`src/rtl/imem_loader.sv`:
```
// imem_loader: boot-time instruction memory writer.
//
// Takes a framed byte stream (0xA5 sync, 16-bit little-endian word count N, 4*N payload bytes,
// one XOR checksum byte), assembles little-endian 32-bit words and issues one-cycle write
// strobes into instruction memory starting at TEXT_BASE. The CPU is held until a frame has
// loaded completely with a matching checksum.
//
// Optional feature (compile-time macro IMEM_LOADER_TIMEOUT_EN): inter-byte timeout. When
// defined, a frame that stalls for TIMEOUT_CYCLES cycles mid-frame is aborted to the error state.
//
// Ports:
//   clock         in   system clock, rising edge
//   reset_n       in   asynchronous active-low reset
//   iByte         in   stream byte
//   iByteValid    in   iByte valid this cycle
//   oByteReady    out  loader accepts a byte this cycle
//   oWriteEnable  out  one-cycle instruction memory write strobe
//   oWriteAddress out  byte address of the word being written
//   oWriteData    out  assembled instruction word
//   oCpuHold      out  1 = keep the pipeline from fetching
//   oDone         out  last frame loaded and verified
//   oError        out  last frame aborted
//   oWordCount    out  words written in the current or last frame
module imem_loader #(
   parameter logic [31:0] TEXT_BASE      = 32'h0040_0000,
   parameter int unsigned MAX_WORDS      = 1024,
   parameter int unsigned TIMEOUT_CYCLES = 1_000_000
) (
   input  logic        clock,
   input  logic        reset_n,
   input  logic [7:0]  iByte,
   input  logic        iByteValid,
   output logic        oByteReady,
   output logic        oWriteEnable,
   output logic [31:0] oWriteAddress,
   output logic [31:0] oWriteData,
   output logic        oCpuHold,
   output logic        oDone,
   output logic        oError,
   output logic [15:0] oWordCount
);

   typedef enum logic [2:0] {
      StIdle,
      StLenLo,
      StLenHi,
      StData,
      StCheck,
      StDone,
      StError
   } state_e;

   state_e state_q, state_d;

   logic        ready_q;
   logic [7:0]  len_lo_q, len_lo_d;
   logic [15:0] len_q, len_d;
   logic [7:0]  csum_q, csum_d;
   logic [1:0]  byte_idx_q, byte_idx_d;
   logic [23:0] word_asm_q, word_asm_d;   // bytes 0..2 of the word in flight
   logic        wr_en_q, wr_en_d;
   logic [31:0] wr_addr_q, wr_addr_d;
   logic [31:0] wr_data_q, wr_data_d;
   logic [15:0] word_count_q, word_count_d;  // doubles as the write word index

   logic        accept;
   logic        is_sync;
   logic [15:0] len_full;
   logic        last_word;
   logic        tmo_expired;

   assign accept    = iByteValid & ready_q;
   assign is_sync   = (iByte == 8'hA5);
   assign len_full  = {iByte, len_lo_q};
   assign last_word = ((word_count_q + 16'd1) == len_q);

`ifdef IMEM_LOADER_TIMEOUT_EN
   logic [31:0] tmo_q, tmo_d;
   logic        tmo_active;

   always_comb begin
      tmo_active  = (state_q == StLenLo) || (state_q == StLenHi) ||
                    (state_q == StData)  || (state_q == StCheck);
      tmo_expired = tmo_active && !accept && (tmo_q == 32'(TIMEOUT_CYCLES - 1));
      tmo_d       = (accept || !tmo_active) ? 32'd0 : tmo_q + 32'd1;
   end

   always_ff @(posedge clock or negedge reset_n) begin
      if (!reset_n) begin
         tmo_q <= 32'd0;
      end else begin
         tmo_q <= tmo_d;
      end
   end
`else
   logic unused_timeout;

   assign tmo_expired    = 1'b0;
   assign unused_timeout = ^TIMEOUT_CYCLES;
`endif

   // State register
   always_ff @(posedge clock or negedge reset_n) begin
      if (!reset_n) begin
         state_q <= StIdle;
      end else begin
         state_q <= state_d;
      end
   end

   // Next-state logic
   always_comb begin
      state_d = state_q;
      case (state_q)
         StIdle, StDone, StError: begin
            if (accept && is_sync) state_d = StLenLo;
         end
         StLenLo: begin
            if (accept) state_d = StLenHi;
         end
         StLenHi: begin
            if (accept) begin
               if (32'(len_full) > MAX_WORDS) begin
                  state_d = StError;
               end else if (len_full == 16'd0) begin
                  state_d = StCheck;
               end else begin
                  state_d = StData;
               end
            end
         end
         StData: begin
            if (accept && (byte_idx_q == 2'd3) && last_word) state_d = StCheck;
         end
         StCheck: begin
            if (accept) state_d = (iByte == csum_q) ? StDone : StError;
         end
         default: state_d = StIdle;
      endcase
      if (tmo_expired) state_d = StError;
   end

   // Datapath next-state: checksum, word assembly and write strobe generation
   always_comb begin
      len_lo_d     = len_lo_q;
      len_d        = len_q;
      csum_d       = csum_q;
      byte_idx_d   = byte_idx_q;
      word_asm_d   = word_asm_q;
      wr_en_d      = 1'b0;
      wr_addr_d    = wr_addr_q;
      wr_data_d    = wr_data_q;
      word_count_d = word_count_q;
      if (accept) begin
         case (state_q)
            StIdle, StDone, StError: begin
               if (is_sync) begin
                  csum_d       = 8'h00;
                  byte_idx_d   = 2'd0;
                  word_count_d = 16'd0;
               end
            end
            StLenLo: len_lo_d = iByte;
            StLenHi: len_d    = len_full;
            StData: begin
               csum_d     = csum_q ^ iByte;
               byte_idx_d = byte_idx_q + 2'd1;
               unique case (byte_idx_q)
                  2'd0: word_asm_d[7:0]   = iByte;
                  2'd1: word_asm_d[15:8]  = iByte;
                  2'd2: word_asm_d[23:16] = iByte;
                  2'd3: begin
                     // Word complete: strobe goes out on the following cycle.
                     wr_en_d      = 1'b1;
                     wr_data_d    = {iByte, word_asm_q};
                     wr_addr_d    = TEXT_BASE + {14'd0, word_count_q, 2'b00};
                     word_count_d = word_count_q + 16'd1;
                  end
                  default: ;
               endcase
            end
            default: ;
         endcase
      end
   end

   always_ff @(posedge clock or negedge reset_n) begin
      if (!reset_n) begin
         ready_q      <= 1'b0;
         len_lo_q     <= 8'h00;
         len_q        <= 16'd0;
         csum_q       <= 8'h00;
         byte_idx_q   <= 2'd0;
         word_asm_q   <= 24'd0;
         wr_en_q      <= 1'b0;
         wr_addr_q    <= TEXT_BASE;
         wr_data_q    <= 32'd0;
         word_count_q <= 16'd0;
      end else begin
         ready_q      <= 1'b1;
         len_lo_q     <= len_lo_d;
         len_q        <= len_d;
         csum_q       <= csum_d;
         byte_idx_q   <= byte_idx_d;
         word_asm_q   <= word_asm_d;
         wr_en_q      <= wr_en_d;
         wr_addr_q    <= wr_addr_d;
         wr_data_q    <= wr_data_d;
         word_count_q <= word_count_d;
      end
   end

   // Outputs
   always_comb begin
      oByteReady    = ready_q;
      oWriteEnable  = wr_en_q;
      oWriteAddress = wr_addr_q;
      oWriteData    = wr_data_q;
      oWordCount    = word_count_q;
      oDone         = (state_q == StDone);
      oError        = (state_q == StError);
      oCpuHold      = (state_q != StDone);
   end

endmodule
```
`config.mk`:
```
export PLATFORM = sky130hd
export DESIGN_NAME = imem_loader
export DESIGN_NICKNAME = d
export VERILOG_FILES = /design/src/rtl/imem_loader.sv
export SDC_FILE = /design/constraint.sdc
export NUM_CORES = 1
export LEC_CHECK = 0
export CAP_MARGIN = 20
export CORE_MARGIN = 4
export CORE_UTILIZATION = 30
export DETAILED_ROUTE_END_ITERATION = 8
export GPL_TIMING_DRIVEN = 0
export HOLD_SLACK_MARGIN = 0.03
export PLACE_DENSITY = 0.59
export SYNTH_ARGS = -nofsm -noshare
export SYNTH_HDL_FRONTEND = slang
export SYNTH_SLANG_ARGS = --single-unit
```
`constraint.sdc`:
```
create_clock -name clock -period 2.12 [get_ports clock]
set_input_delay 0.53 -clock clock [delete_from_list [all_inputs] [get_ports clock]]
set_output_delay 0.53 -clock clock [all_outputs]
set_load 0.02 [all_outputs]
```
==> summary.txt <==
Synthesis-stage register bit count - 127
Nets - 766
Die Y-Extent - 150.5 um
Residual DRC - 0
FMAX - 445.9 MHz
Critical-path maximum fanout - 5
Post-route cell area - 0.008210 sq mm
Main synth FF type - dfrtp_1
Final min period - 2243 ps
Top cell family by delay on the critical path - simple AND/OR/NAND/NOR gates
WS Path Type - reg2reg
Post-DP HPWL - 10.53 mm
CP required - 2480 ps
Core area - 0.01972 sq mm
PwrDens - 1023 mW/mm^2
Max transition margin - 0.5185
Status - finished with violations
Crit share post-route - 1.058
Root Driver - clkbuf_16
DR WL/cell - 15.40 um
Synthesis warning total - 0
Post-route ant nets - 0
CP max stage cell - dfrtp_2
Io pins - 96
Register Area - 0.003186 sq mm
Largest cells by area after synthesis - dfrtp_1 (52%), nand2_1 (11%), mux2_2 (9.1%)
Post-DP Area - 0.007286 sq mm
CTS tree - built
Layout area overhead - 34.83%
# clock sinks - 127
Worst path bufs/invs - 0
Worst Path Arrival - 2600 ps
Worst IR Drop VDD - 0.5668 mV
Syn avg cell area - 9.806 sq um
Slowest cell delay on critical path - 450 ps
Routability cong. - 0.8614
Full die area - 0.02264 sq mm
Total wire length - 15.84 mm
Area share of the largest cell type after synthesis - 0.5219
Iter 0 DRT Violations - 285
Die extent in x - 150.5 um
PnR Total Power - 8400 uW
Clock Latency Late Sink - 420 ps
Post-Syn Instances - 621
Initial antenna violation count - 0
Ratio of cells with drive above 1 in the final layout - 0.2333
Worst-margin pin slew - 722.2 ps
Clock Path Buffers - 2
Crit. End Element - flip-flop
Violated checks - negative setup slack
Final cell count without fillers - 1028
First-pass GRT wire length - 25.65 mm
Dpl cells - 978
Final setup fails - 3
H-tree Lvls - 4
RSZ-0062 raised after global routing - true
Placement Rows - 51
Multi-input logic area - 0.002766 sq mm
Synth cell types - 60
CP Cell Sequence - ha_4 > xor2_1 > nor3b_1 > o311ai_1 > a311oi_1 > nand3_1 > and4bb_2 > a31o_1
Worst-path clk slew - 60 ps
Leak - 0.003963 uW
HP Class - reg2reg
Ant diodes - 0
Drt via density - 4.652
Vias - 4782
Final Skew - 8.428 ps
Post-synth EDFFs - 0
Final worst slack - -122.6 ps
Pin count of the biggest net entering global routing - 94
Filler cell count - 1895
Starting Density - 0.3088
Asr flop ratio synth - 1.000
Post-synthesis sequential area ratio - 0.5219
Final Slew Violations - 0
Global route overflow - 0
Hold Vio Cnt, Final - 0
Total CTS buffers - 17
Number of max-cap violations - 0
Crit start category - flip-flop
Area leader, netlist - dfrtp_1
Synth Cell Area - 0.006090 sq mm
IO Port Bufs - 76
TritonRoute pass-1 iters - 4
GRT Overall Usage - 0.1464
Vias in the first global route - 4730
-- final timing paths --
path | from | to | slack, ps | cells past startpoint
max | oWordCount[1] | state_q[2] | -120 | 8
min | word_asm_q[13] | oWriteData[13] | 460 | 2
max reg2reg | oWordCount[1] | state_q[2] | -120 | 8
min reg2reg | word_asm_q[13] | oWriteData[13] | 460 | 2
max in group asynchronous | reset_n | len_q[4] | 780 | 3
min in group asynchronous | reset_n | oWriteAddress[15] | 580 | 2
-- cells in the mapped netlist (2+ instances only) --
| library cell | count |
|---|---|
| nand2_1 | 173 |
| dfrtp_1 | 127 |
| mux2_2 | 49 |
| o21ai_0 | 37 |
| nor2_1 | 29 |
| clkbuf_1 | 26 |
| buf_4 | 17 |
| xnor2_1 | 15 |
| xor2_1 | 11 |
| nand3_1 | 10 |
| a21oi_1 | 9 |
| nand4_1 | 9 |
| a21o_1 | 8 |
| inv_1 | 7 |
| buf_2 | 5 |
| ha_1 | 5 |
| nor3_1 | 5 |
| o22ai_1 | 5 |
| and2_1 | 4 |
| o31ai_1 | 4 |
| o41ai_1 | 4 |
| a31oi_1 | 3 |
| buf_1 | 3 |
| clkbuf_8 | 3 |
| nor2b_1 | 3 |
| nor3b_1 | 3 |
| nor4_1 | 3 |
| o21a_1 | 3 |
| a21boi_0 | 2 |
| and3_1 | 2 |
| and4_1 | 2 |
| conb_1 | 2 |
| mux2i_1 | 2 |
| nand2b_1 | 2 |
| nand3b_1 | 2 |
| o311ai_0 | 2 |
| or4_1 | 2 |
-- area by class of cell --
| type | instances | area share |
|---|---|---|
| Sequential cell | 127 | 0.3880 |
| Multi-Input combinational cell | 447 | 0.3369 |
| Tap cell | 265 | 0.04038 |
| Clock buffer | 21 | 0.05730 |
| Inverter | 8 | 0.003962 |
| Timing Repair Buffer | 97 | 0.1141 |
| Clock inverter | 11 | 0.01615 |
| Buffer | 52 | 0.04313 |
-- placed cells by master, fill, tap and decap left out, types with 5 or more instances in the layout --
cell,n
a21oi_1,8
xor2_1,11
inv_1,7
clkbuf_2,6
buf_4,40
nand3_1,10
clkinv_4,5
nand2_1,170
dfrtp_1,121
o22ai_1,5
clkdlybuf4s50_1,67
clkbuf_8,8
buf_2,5
nor3_1,5
clkbuf_1,16
o21ai_0,33
a21o_1,8
nand4_1,9
xnor2_1,15
conb_1,17
dfrtp_2,6
nor2_1,26
clkbuf_16,17
mux2_2,49
-- logic make-up (layout without fill, tap and decap cells) --
kind of cell | Yosys count | in the layout | share of synthesized area
adders and majority gates | 6 | 6 | 0.01192
buffers and inverters | 62 | 189 | 0.05465
AOI/OAI and AO/OA | 86 | 86 | 0.08773
DFF | 127 | 127 | 0.5219
and+or+nand+nor | 261 | 261 | 0.1913
muxes | 51 | 51 | 0.09390
other | 2 | 17 | 0.001233
xor gates and xnor gates | 26 | 26 | 0.03739
-- timing repair --
| action | CTS | global route |
|---|---|---|
| gates resized for setup | 56 | 24 |
| cloned | 0 | 0 |
| setup endpoints to repair | 113 | 80 |
| endpoints found under the hold margin | 34 | 0 |
| pin swaps | 14 | 3 |
| setup buffers | 13 | 6 |
| hold buffers | 1 | 0 |
-- power breakdown --
part / switching, uW / internal, uW
clock: 1120 / 1830
sequential: 450 / 2990
combinational: 973 / 1030
-- worst min-delay path, delay by kind of cell, from the launching register on --
| kind | cells | cell delay (ps) |
|---|---|---|
| simple gates | 2 | 100 |
| flops | 1 | 340 |
-- routing by layer --
layer,vias to the layer above,wire length [um],GRT usage
met5,-,0,0
met4,0,172,0.04209
met3,14,803,0.03733
met2,117,7480,0.2317
met1,2312,7379,0.1988
li1,2339,-,-
-- metrics by stage --
stage | hold slack (ps) | util | worst slack, ps | setup TNS [ps]
after global routing | 492.1 | 0.4164 | -220.7 | -739.8
after floorplan | 234.4 | - | 7.831 | 0
after global placement | 441.8 | 0.3680 | -5176 | -674740
final | 460.4 | 0.4164 | -122.6 | -358.8
after CTS | 466.8 | 0.4124 | -108.8 | -320.8
after detailed placement | 450.2 | 0.3695 | -968.1 | -75990
-- flip-flops by register name, indices dropped and copies added, names as in the netlist, 2 cells and up --
signal	count
oWriteAddress	16
len_lo_q	8
oWordCount	16
oWriteData	32
byte_idx_q	2
csum_q	8
len_q	16
word_asm_q	24
state_q	3
Note: power is estimated with default switching activity, not from simulation.
